`src/rtl/prng_multi.sv`:
```
// prng_multi: multi-channel LFSR+CASR random word generator with a
// first-word-fall-through output buffer.
// Each channel emits LFSR[31:0] ^ CASR[31:0] of its current state.
// Optional repetition health check: define PRNG_HEALTH_CHECK_EN.
module prng_multi #(
  parameter int CHANNELS   = 2,
  parameter int FIFO_DEPTH = 4,
  parameter int REP_LIMIT  = 4
) (
  input  logic                     clk,
  input  logic                     rst_n,
  input  logic                     enable,
  input  logic                     load,
  input  logic [31:0]              seed,
  output logic [32*CHANNELS-1:0]   out_data,
  output logic                     out_valid,
  input  logic                     out_ready,
  output logic                     health_fail
);

  localparam int DATA_W = 32 * CHANNELS;
  localparam int PTR_W  = (FIFO_DEPTH > 1) ? $clog2(FIFO_DEPTH) : 1;
  localparam int CNT_W  = PTR_W + 1;

  // Cellular automaton: rule 90 everywhere, rule 150 at cell 27.
  function automatic logic [36:0] casr_step(input logic [36:0] c);
    logic [36:0] n;
    n     = {c[35:0], c[36]} ^ {c[0], c[36:1]};
    n[27] = n[27] ^ c[27];
    return n;
  endfunction

  // Rotate-left LFSR with the outgoing top bit fed into taps 41, 20 and 1.
  function automatic logic [42:0] lfsr_step(input logic [42:0] l);
    logic [42:0] n;
    n     = {l[41:0], l[42]};
    n[41] = n[41] ^ l[42];
    n[20] = n[20] ^ l[42];
    n[1]  = n[1]  ^ l[42];
    return n;
  endfunction

  logic [CHANNELS-1:0][36:0] casr_q, casr_d;
  logic [CHANNELS-1:0][42:0] lfsr_q, lfsr_d;
  logic [DATA_W-1:0]         word;
  logic [DATA_W-1:0]         mem_q [FIFO_DEPTH];
  logic [PTR_W-1:0]          wr_q, wr_d, rd_q, rd_d;
  logic [CNT_W-1:0]          cnt_q, cnt_d;
  logic                      full, pop, step;
  logic                      hf_now, trip;

  assign full      = (cnt_q == CNT_W'(FIFO_DEPTH));
  assign out_valid = (cnt_q != '0);
  assign pop       = out_valid && out_ready;
  assign step      = enable && !load && !hf_now && (!full || pop);
  assign out_data  = out_valid ? mem_q[rd_q] : '0;
  assign health_fail = hf_now;

  // Concatenate the per-channel output words from the pre-step state.
  always_comb begin
    word = '0;
    for (int c = 0; c < CHANNELS; c++) begin
      word[32*c +: 32] = lfsr_q[c][31:0] ^ casr_q[c][31:0];
    end
  end

  // Next generator state: seed load has priority over stepping.
  always_comb begin
    logic [31:0] sc;
    casr_d = casr_q;
    lfsr_d = lfsr_q;
    sc     = '0;
    for (int c = 0; c < CHANNELS; c++) begin
      sc = seed ^ (c[31:0] * 32'h9E37_79B9);
      if (load) begin
        casr_d[c] = {5'h0, sc}  | 37'h1000_0000;
        lfsr_d[c] = {11'h0, sc} | 43'h1000_0000;
      end else if (step) begin
        casr_d[c] = casr_step(casr_q[c]);
        lfsr_d[c] = lfsr_step(lfsr_q[c]);
      end
    end
  end

  // Generator state registers.
  always_ff @(posedge clk or negedge rst_n) begin
    if (!rst_n) begin
      casr_q <= {CHANNELS{37'h10000000}};
      lfsr_q <= {CHANNELS{43'h10000001}};
    end else begin
      casr_q <= casr_d;
      lfsr_q <= lfsr_d;
    end
  end

  // FIFO pointer and occupancy update; load or a health trip empties it.
  always_comb begin
    wr_d  = wr_q;
    rd_d  = rd_q;
    cnt_d = cnt_q;
    if (load || trip) begin
      wr_d  = '0;
      rd_d  = '0;
      cnt_d = '0;
    end else begin
      if (step) wr_d = wr_q + PTR_W'(1);
      if (pop)  rd_d = rd_q + PTR_W'(1);
      case ({step, pop})
        2'b10:   cnt_d = cnt_q + CNT_W'(1);
        2'b01:   cnt_d = cnt_q - CNT_W'(1);
        default: cnt_d = cnt_q;
      endcase
    end
  end

  // FIFO control registers.
  always_ff @(posedge clk or negedge rst_n) begin
    if (!rst_n) begin
      wr_q  <= '0;
      rd_q  <= '0;
      cnt_q <= '0;
    end else begin
      wr_q  <= wr_d;
      rd_q  <= rd_d;
      cnt_q <= cnt_d;
    end
  end

  // FIFO storage; a full-and-popping write lands in the slot being vacated.
  always_ff @(posedge clk) begin
    if (step) mem_q[wr_q] <= word;
  end

`ifdef PRNG_HEALTH_CHECK_EN
  logic [DATA_W-1:0] prev_q, prev_d;
  logic              prev_vld_q, prev_vld_d;
  logic [7:0]        rep_q, rep_d;
  logic              hf_q, hf_d;

  // Count consecutive identical pushed words and trip at REP_LIMIT-1 repeats.
  always_comb begin
    prev_d     = prev_q;
    prev_vld_d = prev_vld_q;
    rep_d      = rep_q;
    hf_d       = hf_q;
    trip       = 1'b0;
    if (load) begin
      prev_vld_d = 1'b0;
      rep_d      = '0;
      hf_d       = 1'b0;
    end else if (step) begin
      prev_d     = word;
      prev_vld_d = 1'b1;
      if (prev_vld_q && (word == prev_q)) rep_d = rep_q + 8'd1;
      else                                rep_d = '0;
      if (rep_d == 8'(REP_LIMIT - 1)) begin
        hf_d = 1'b1;
        trip = 1'b1;
      end
    end
  end

  // Health-check control registers.
  always_ff @(posedge clk or negedge rst_n) begin
    if (!rst_n) begin
      prev_vld_q <= 1'b0;
      rep_q      <= '0;
      hf_q       <= 1'b0;
    end else begin
      prev_vld_q <= prev_vld_d;
      rep_q      <= rep_d;
      hf_q       <= hf_d;
    end
  end

  // Last pushed word, only meaningful while prev_vld_q is set.
  always_ff @(posedge clk) begin
    prev_q <= prev_d;
  end

  assign hf_now = hf_q;
`else
  assign hf_now = 1'b0;
  assign trip   = 1'b0;
`endif

endmodule

```
`config.mk`:
```
export PLATFORM = sky130hd
export DESIGN_NAME = prng_multi
export DESIGN_NICKNAME = d
export VERILOG_FILES = /design/src/rtl/prng_multi.sv
export SDC_FILE = /design/constraint.sdc
export NUM_CORES = 1
export LEC_CHECK = 0
export BUFFER_PORTS_ARGS = -buffer_cell sky130_fd_sc_hd__buf_2
export CAP_MARGIN = 10
export CORE_ASPECT_RATIO = 2
export CORE_UTILIZATION = 60
export CTS_BUF_LIST = sky130_fd_sc_hd__clkbuf_2 sky130_fd_sc_hd__clkbuf_4 sky130_fd_sc_hd__clkbuf_8
export DETAILED_ROUTE_END_ITERATION = 8
export PLACE_DENSITY_LB_ADDON = 0.25
export SLEW_MARGIN = 30
export SYNTH_ARGS = -nofsm -noshare
export SYNTH_HDL_FRONTEND = slang
export SYNTH_SLANG_ARGS = --single-unit
```
`constraint.sdc`:
```
create_clock -name clk -period 4.06 [get_ports clk]
set_input_delay 0.406 -clock clk [delete_from_list [all_inputs] [get_ports clk]]
set_output_delay 0.406 -clock clk [all_outputs]
set_load 0.05 [all_outputs]
```
==> impl_metrics.env, run 1 <==
export IMPL_status="finished, violations left"
export IMPL_violations="DRC"
export IMPL_worstPathCellList="buf_12 > mux4_2 > and2_1 > buf_2"
export IMPL_max_vdd_ir_drop_v=0.000460
export IMPL_slew_violations=0
export IMPL_detail_route_first_pass_iterations=7
export IMPL_fp_row_count=90
export IMPL_fin_tns_setup_ns=0
export IMPL_finClkSkew_ns=0.0225
export IMPL_cpPeakStageDelay_ns=0.95
export IMPL_grt_use_total_pct=26.4
export IMPL_diodes=0
export IMPL_drtAntennaViolNets=0
export IMPL_grt_antenna_before_repair=0
export IMPL_cts_buffers_inserted=56
export IMPL_avgViaCountPerCell=6.46
export IMPL_grt_pass1_vias=11100
export IMPL_max_freq_mhz=319
export IMPL_crit_type="reg -> out"
export IMPL_hold_buffers=1
export IMPL_hold_viol=0
export IMPL_grt_setup_unrepaired="false"
export IMPL_place_hpwl_mm=24.3
export IMPL_htreeDepth=2
export IMPL_arrival_ns=2.73
export IMPL_mostFrequentLayoutCell="edfxtp_1"
export IMPL_cts_tree="yes"
export IMPL_area_growth_pct=11.4
export IMPL_ys_ff_latch=423
export IMPL_syn_area_um2=18200
export IMPL_ios=103
export IMPL_grt_ovfl_total=0
export IMPL_post_drt_wl_per_cell_um=23.9
export IMPL_nFillCells=2053
export IMPL_preCtsSetupSlack_ns=1.13
export IMPL_crit_buf_inv=2
export IMPL_clkSinkCount=423
export IMPL_synth_area_per_cell_um2=15.6
export IMPL_worstMarginPinSlew_ns=0.905
export IMPL_dieWidth_um=125
export IMPL_dieArea_um2=31100
export IMPL_grt_max_degree=93
export IMPL_hold_class="in -> reg"
export IMPL_path_max_fanout=34
export IMPL_clockRootBuffer="clkbuf_8"
export IMPL_io_buffers=100
export IMPL_ctsResizeCount=0
export IMPL_holdWs_ns=0.108
export IMPL_power_density_nw_per_um2=556
export IMPL_cpMaxStageDelayCell="dfrtp_2"
export IMPL_clk_path_buf_depth=3
export IMPL_timing_final_crit_period_ns=3.13
export IMPL_cp_end_kind="output pin"
export IMPL_die_h_um=249
export IMPL_initial_core_util_pct=60.7
export IMPL_drc=8
export IMPL_core_area_um2=30100
export IMPL_post_cts_setup_buffer_count=0
export IMPL_vias=10800
export IMPL_drt_iter0_markers=809
export IMPL_grt_pass1_wl_mm=62.9
export IMPL_synth_cell_types=46
export IMPL_power_leakage_nw=7.52
export IMPL_synth_edf_count=256
export IMPL_min_period_over_period_pct=77.1
export IMPL_worstPathRequired_ns=3.65
export IMPL_critPathTopFamily="flip-flops"
export IMPL_clkTransAtPathRegs_ns=0.07
export IMPL_syn_inst=1170
export IMPL_fin_nets=1292
export IMPL_cp_start_kind="flop"
export IMPL_place_congestion=0.808
export IMPL_ys_async_sr_fraction_pct=39.5
export IMPL_syn_nets=1212
export IMPL_setup_viol=0
export IMPL_maxCapViolations=0
export IMPL_layout_common_cells="256 x edfxtp_1, 159 x dfrtp_1, 98 x buf_2, 93 x and2_1, 79 x xnor2_1"
export IMPL_ys_warn_count=0
export IMPL_drt_total_wl_mm=39.8
export IMPL_slew_headroom_pct=39.6
export IMPL_final_setup_worst_slack_ns=0.928
export IMPL_insertion_delay_ns=0.62
export IMPL_synth_ff_type="edfxtp_1"
export IMPL_layout_drive_gt1_share_pct=25.0
export IMPL_synth_seq_area_share_pct=65.1
-- routing by layer --
metal | up-vias | track usage (%) | part of all wire, %
li1 | 4764 | - | -
met5 | - | 0 | 0
met1 | 5548 | 31.7 | 37
met2 | 360 | 46.8 | 54
met4 | 0 | 12.5 | 4.5
met3 | 93 | 3.74 | 4.5
-- where the power goes --
part	leakage [nW]	internal [mW]	total (mW)	switching (mW)
clock network	0.659	1.87	3.44	1.56
registers	4.39	5.08	5.43	0.346
logic	2.47	0.870	2.42	1.55
-- cell families after synthesis --
logic type	count (synthesis)	share of synthesized area, %
xor gates and xnor gates	147	7.06
buffers and inverters	108	2.54
and+or+nand+nor	221	7.17
AOI/OAI and AO/OA	199	9.73
DFF	423	65.1
other	1	0.0206
adders and majority gates	5	0.384
muxes	66	8.01
-- synthesized netlist by cell type, types with 2 or more instances --
master	instances	share of area (%)
edfxtp_1	256	42
dfrtp_1	161	22
and2_1	93	3.2
xnor2_1	79	3.8
xor2_1	68	3.3
mux4_2	64	7.9
a221o_1	58	3.2
clkbuf_1	57	1.2
a311o_1	56	3.1
nor4_1	56	1.9
buf_2	25	0.69
nor2_1	25	0.51
and3_1	24	0.82
a31o_2	21	1.0
buf_1	15	0.31
o211ai_1	15	0.62
a21oi_1	11	0.30
a211oi_1	10	0.41
o21ai_0	9	0.25
o311ai_0	9	0.43
dfstp_2	6	0.86
inv_1	6	0.12
nand2_1	6	0.12
nand3_1	6	0.16
ha_1	4	0.27
a31oi_1	3	0.10
buf_6	3	0.19
nand2b_1	3	0.10
o31ai_1	3	0.12
mux2i_1	2	0.11
-- metrics by stage --
stage | util (%) | cells | total power [mW] | instance area, um2
after CTS | 67.5 | 1666 | 11.4 | 20300
final | 67.6 | 1666 | 11.3 | 20300
after floorplan | - | 1170 | 7.27 | 18200
after global routing | 67.6 | 1666 | 11.7 | 20300
after detailed placement | 63.4 | 1559 | 7.94 | 19100
after global placement | 63.4 | 1559 | 7.87 | 19100
-- flip-flops by register name (all words and copies together), names as in the netlist --
register and cells:
wr_q 2, rd_q 2, casr_q 74, cnt_q 3, lfsr_q 86, mem_q 256
-- layout make-up --
cell class | instances | area [um2] | share of cell area, %
sequential | 423 | 11900 | 58.5
multi-input combinational | 639 | 5930 | 29.2
clock buffer | 80 | 1010 | 4.99
timing repair buffer | 123 | 776 | 3.82
tap | 368 | 460 | 2.27
clock inverter | 26 | 226 | 1.11
inverter | 7 | 27.5 | 0.136
-- worst min-delay path: cells and delay by family --
kind	cells	cell delay [ns]
buffers and inverters	1	0.11
and+or+nand+nor	1	0.05
AOI/OAI and AO/OA	2	0.11
-- final timing paths --
| path | start | to | slack (ns) | cells past startpoint |
|---|---|---|---|---|
| min | seed[27] | casr_q[64] | 0.11 | 4 |
| max in group asynchronous | rst_n | lfsr_q[71] | 2.67 | 3 |
| max reg2reg | cnt_q[1] | lfsr_q[44] | 1.18 | 4 |
| min in group asynchronous | rst_n | lfsr_q[78] | 0.42 | 2 |
| min reg2reg | lfsr_q[78] | lfsr_q[78] | 0.51 | 1 |
| max | rd_q[1] | out_data[33] | 0.93 | 4 |
No activity file was read; power rests on OpenSTA's default activity.
==> run 2: changes to the inputs <==
==> constraint.sdc (replaced) <==
create_clock -name clk -period 2.9 [get_ports clk]
set_input_delay 0.29 -clock clk [delete_from_list [all_inputs] [get_ports clk]]
set_output_delay 0.29 -clock clk [all_outputs]
set_load 0.05 [all_outputs]
==> run 2 against run 1 <==
  * The run still ends with DRC left
  * Clock power rose by 32%
  * Count of clock-buffer cells in the layout grew 4
  * Sequential cell count did not move
  * Combinational power grew 43%
  * Routed wire length is 0.51% higher
  * Die area did not move
  * Clock skew shrank 0.0027 ns
  * Cell count grew 0.72%
  * Sequential share of layout area fell by 0.22 points
  * Critical path depth did not move
==> impl_metrics.env, run 2 (same netlist as run 1, synthesis figures left out) <==
export IMPL_grt_ovfl_total=0
export IMPL_cpMaxStageDelayCell="dfrtp_4"
export IMPL_cp_start_kind="flop"
export IMPL_drtAntennaViolNets=0
export IMPL_layout_common_cells="256 x edfxtp_1, 159 x dfrtp_1, 98 x buf_2, 93 x and2_1, 79 x xnor2_1"
export IMPL_fin_tns_setup_ns=0
export IMPL_violations="DRC"
export IMPL_preCtsSetupSlack_ns=0.492
export IMPL_worstPathCellList="buf_4 > mux4_2 > and2_1 > buf_2"
export IMPL_io_buffers=100
export IMPL_rrSetupSlack_ns=0.46
export IMPL_arrival_ns=2.39
export IMPL_max_freq_mhz=374
export IMPL_diodes=0
export IMPL_power_density_nw_per_um2=765
export IMPL_crit_type="reg -> out"
export IMPL_nFillCells=2076
export IMPL_finish_instance_area_um2=20400
export IMPL_slew_violations=0
export IMPL_worstPathRequired_ns=2.61
export IMPL_clkTransAtPathRegs_ns=0.07
export IMPL_insertion_delay_ns=0.61
export IMPL_worstMarginPinSlew_ns=0.944
export IMPL_timing_final_crit_period_ns=2.68
export IMPL_dieWidth_um=125
export IMPL_avgViaCountPerCell=6.48
export IMPL_cpPeakStageDelay_ns=0.58
export IMPL_grt_pass1_vias=11400
export IMPL_hold_viol=0
export IMPL_max_vdd_ir_drop_v=0.000484
export IMPL_cts_tree="yes"
export IMPL_cts_buffers_inserted=56
export IMPL_r2r_start="cnt_q[1]"
export IMPL_layout_drive_gt1_share_pct=25.7
export IMPL_post_drt_wl_per_cell_um=23.8
export IMPL_ios=103
export IMPL_power_total_mw=15.6
export IMPL_initial_core_util_pct=60.7
export IMPL_largestRegisters="mem_q x256, lfsr_q x86, casr_q x74"
export IMPL_crit_start="rd_q[0]"
export IMPL_htreeDepth=2
export IMPL_grt_use_total_pct=26.7
export IMPL_hp_start="seed[25]"
export IMPL_final_core_util_pct=67.8
export IMPL_rr_endpoint="mem_q[3][37]"
export IMPL_power_leakage_nw=7.58
export IMPL_finClkSkew_ns=0.0198
export IMPL_grt_antenna_before_repair=0
export IMPL_fp_row_count=90
export IMPL_whs_endpoint="casr_q[62]"
export IMPL_area_growth_pct=11.8
export IMPL_path_max_fanout=9
export IMPL_die_h_um=249
export IMPL_final_setup_worst_slack_ns=0.224
export IMPL_grt_pass1_wl_mm=63.6
export IMPL_top_register="mem_q"
export IMPL_min_period_over_period_pct=92.3
export IMPL_drt_iter0_markers=781
export IMPL_clockRootBuffer="clkbuf_8"
export IMPL_hold_class="in -> reg"
export IMPL_status="finished, violations left"
export IMPL_slew_headroom_pct=36.9
export IMPL_maxCapViolations=0
export IMPL_detail_route_first_pass_iterations=9
export IMPL_setup_viol=0
export IMPL_crit_buf_inv=2
export IMPL_place_congestion=0.829
export IMPL_largest_reg_flops=256
export IMPL_place_hpwl_mm=24.6
export IMPL_place_area_um2=19200
export IMPL_reg2regPathDepth=3
export IMPL_drc=9
export IMPL_fin_nets=1306
export IMPL_grt_max_degree=105
export IMPL_cp_end_kind="output pin"
export IMPL_vias=10900
export IMPL_clk_path_buf_depth=3
export IMPL_drt_total_wl_mm=40.0
export IMPL_clkSinkCount=423
export IMPL_critPathTopFamily="flip-flops"
export IMPL_min_delay_path_depth=3
export IMPL_dieArea_um2=31100
export IMPL_worst_path_stages=4
export IMPL_core_area_um2=30100
export IMPL_grt_setup_unrepaired="false"
export IMPL_mostFrequentLayoutCell="edfxtp_1"
-- run 2: changes by cell type in the layout (fill, tap and decap cells not counted), sizes merged --
cell	delta
bufinv	-3
clkinv	-2
buf	+11
dlygate4sd3	+3
inv	-1
clkbuf	+4
-- run 2: worst min-delay path: cells and delay by family --
kind            cells  cell delay (ns)
compound gates      1             0.13
buf+inv             1             0.11
simple gates        1             0.11
-- run 2: area by class of cell --
class                      count  area, um2  area share [%]
clock buffer                  84       1040            5.12
clock inverter                20        123           0.601
inverter                       7       27.5           0.135
multi-input combinational    639       5930            29.1
sequential                   423      11900            58.3
tap                          368        460            2.26
timing repair buffer         137        926            4.54
-- run 2: power breakdown --
part / internal, mW / switching, mW
sequential: 7.11 / 0.481
combinational: 1.28 / 2.19
clock: 2.40 / 2.15
-- run 2: worst max path at each step --
stage          slack [ns]      endpoint
3_5_place_dp         0.49  mem_q[1][34]
5_1_grt              0.14  out_data[29]
3_3_place_gp         0.51  mem_q[1][21]
4_1_cts              0.16  out_data[25]
6_report             0.22  out_data[25]
2_1_floorplan        0.39   mem_q[0][0]
-- run 2: per-stage QoR --
| stage | hold slack, ns | std cells |
|---|---|---|
| 2_1_floorplan | -0.00559 | 1170 |
| 3_3_place_gp | 0.368 | 1568 |
| 3_5_place_dp | 0.365 | 1568 |
| 4_1_cts | 0.0345 | 1678 |
| 5_1_grt | 0.0550 | 1678 |
| 6_report | 0.0643 | 1678 |
-- run 2: repair_timing --
item                                    CTS  global route
endpoints found under the hold margin    74             0
setup buffers                             2             0
endpoints found under the setup margin   35             0
hold buffers                              4             0
gates resized for setup                   1             0
-- run 2: routing by layer --
metal | wire, um | GRT usage, %
met4 | 1870 | 13.0
met2 | 21600 | 47.3
met3 | 1610 | 3.14
met5 | 0 | 0
met1 | 14900 | 32.2
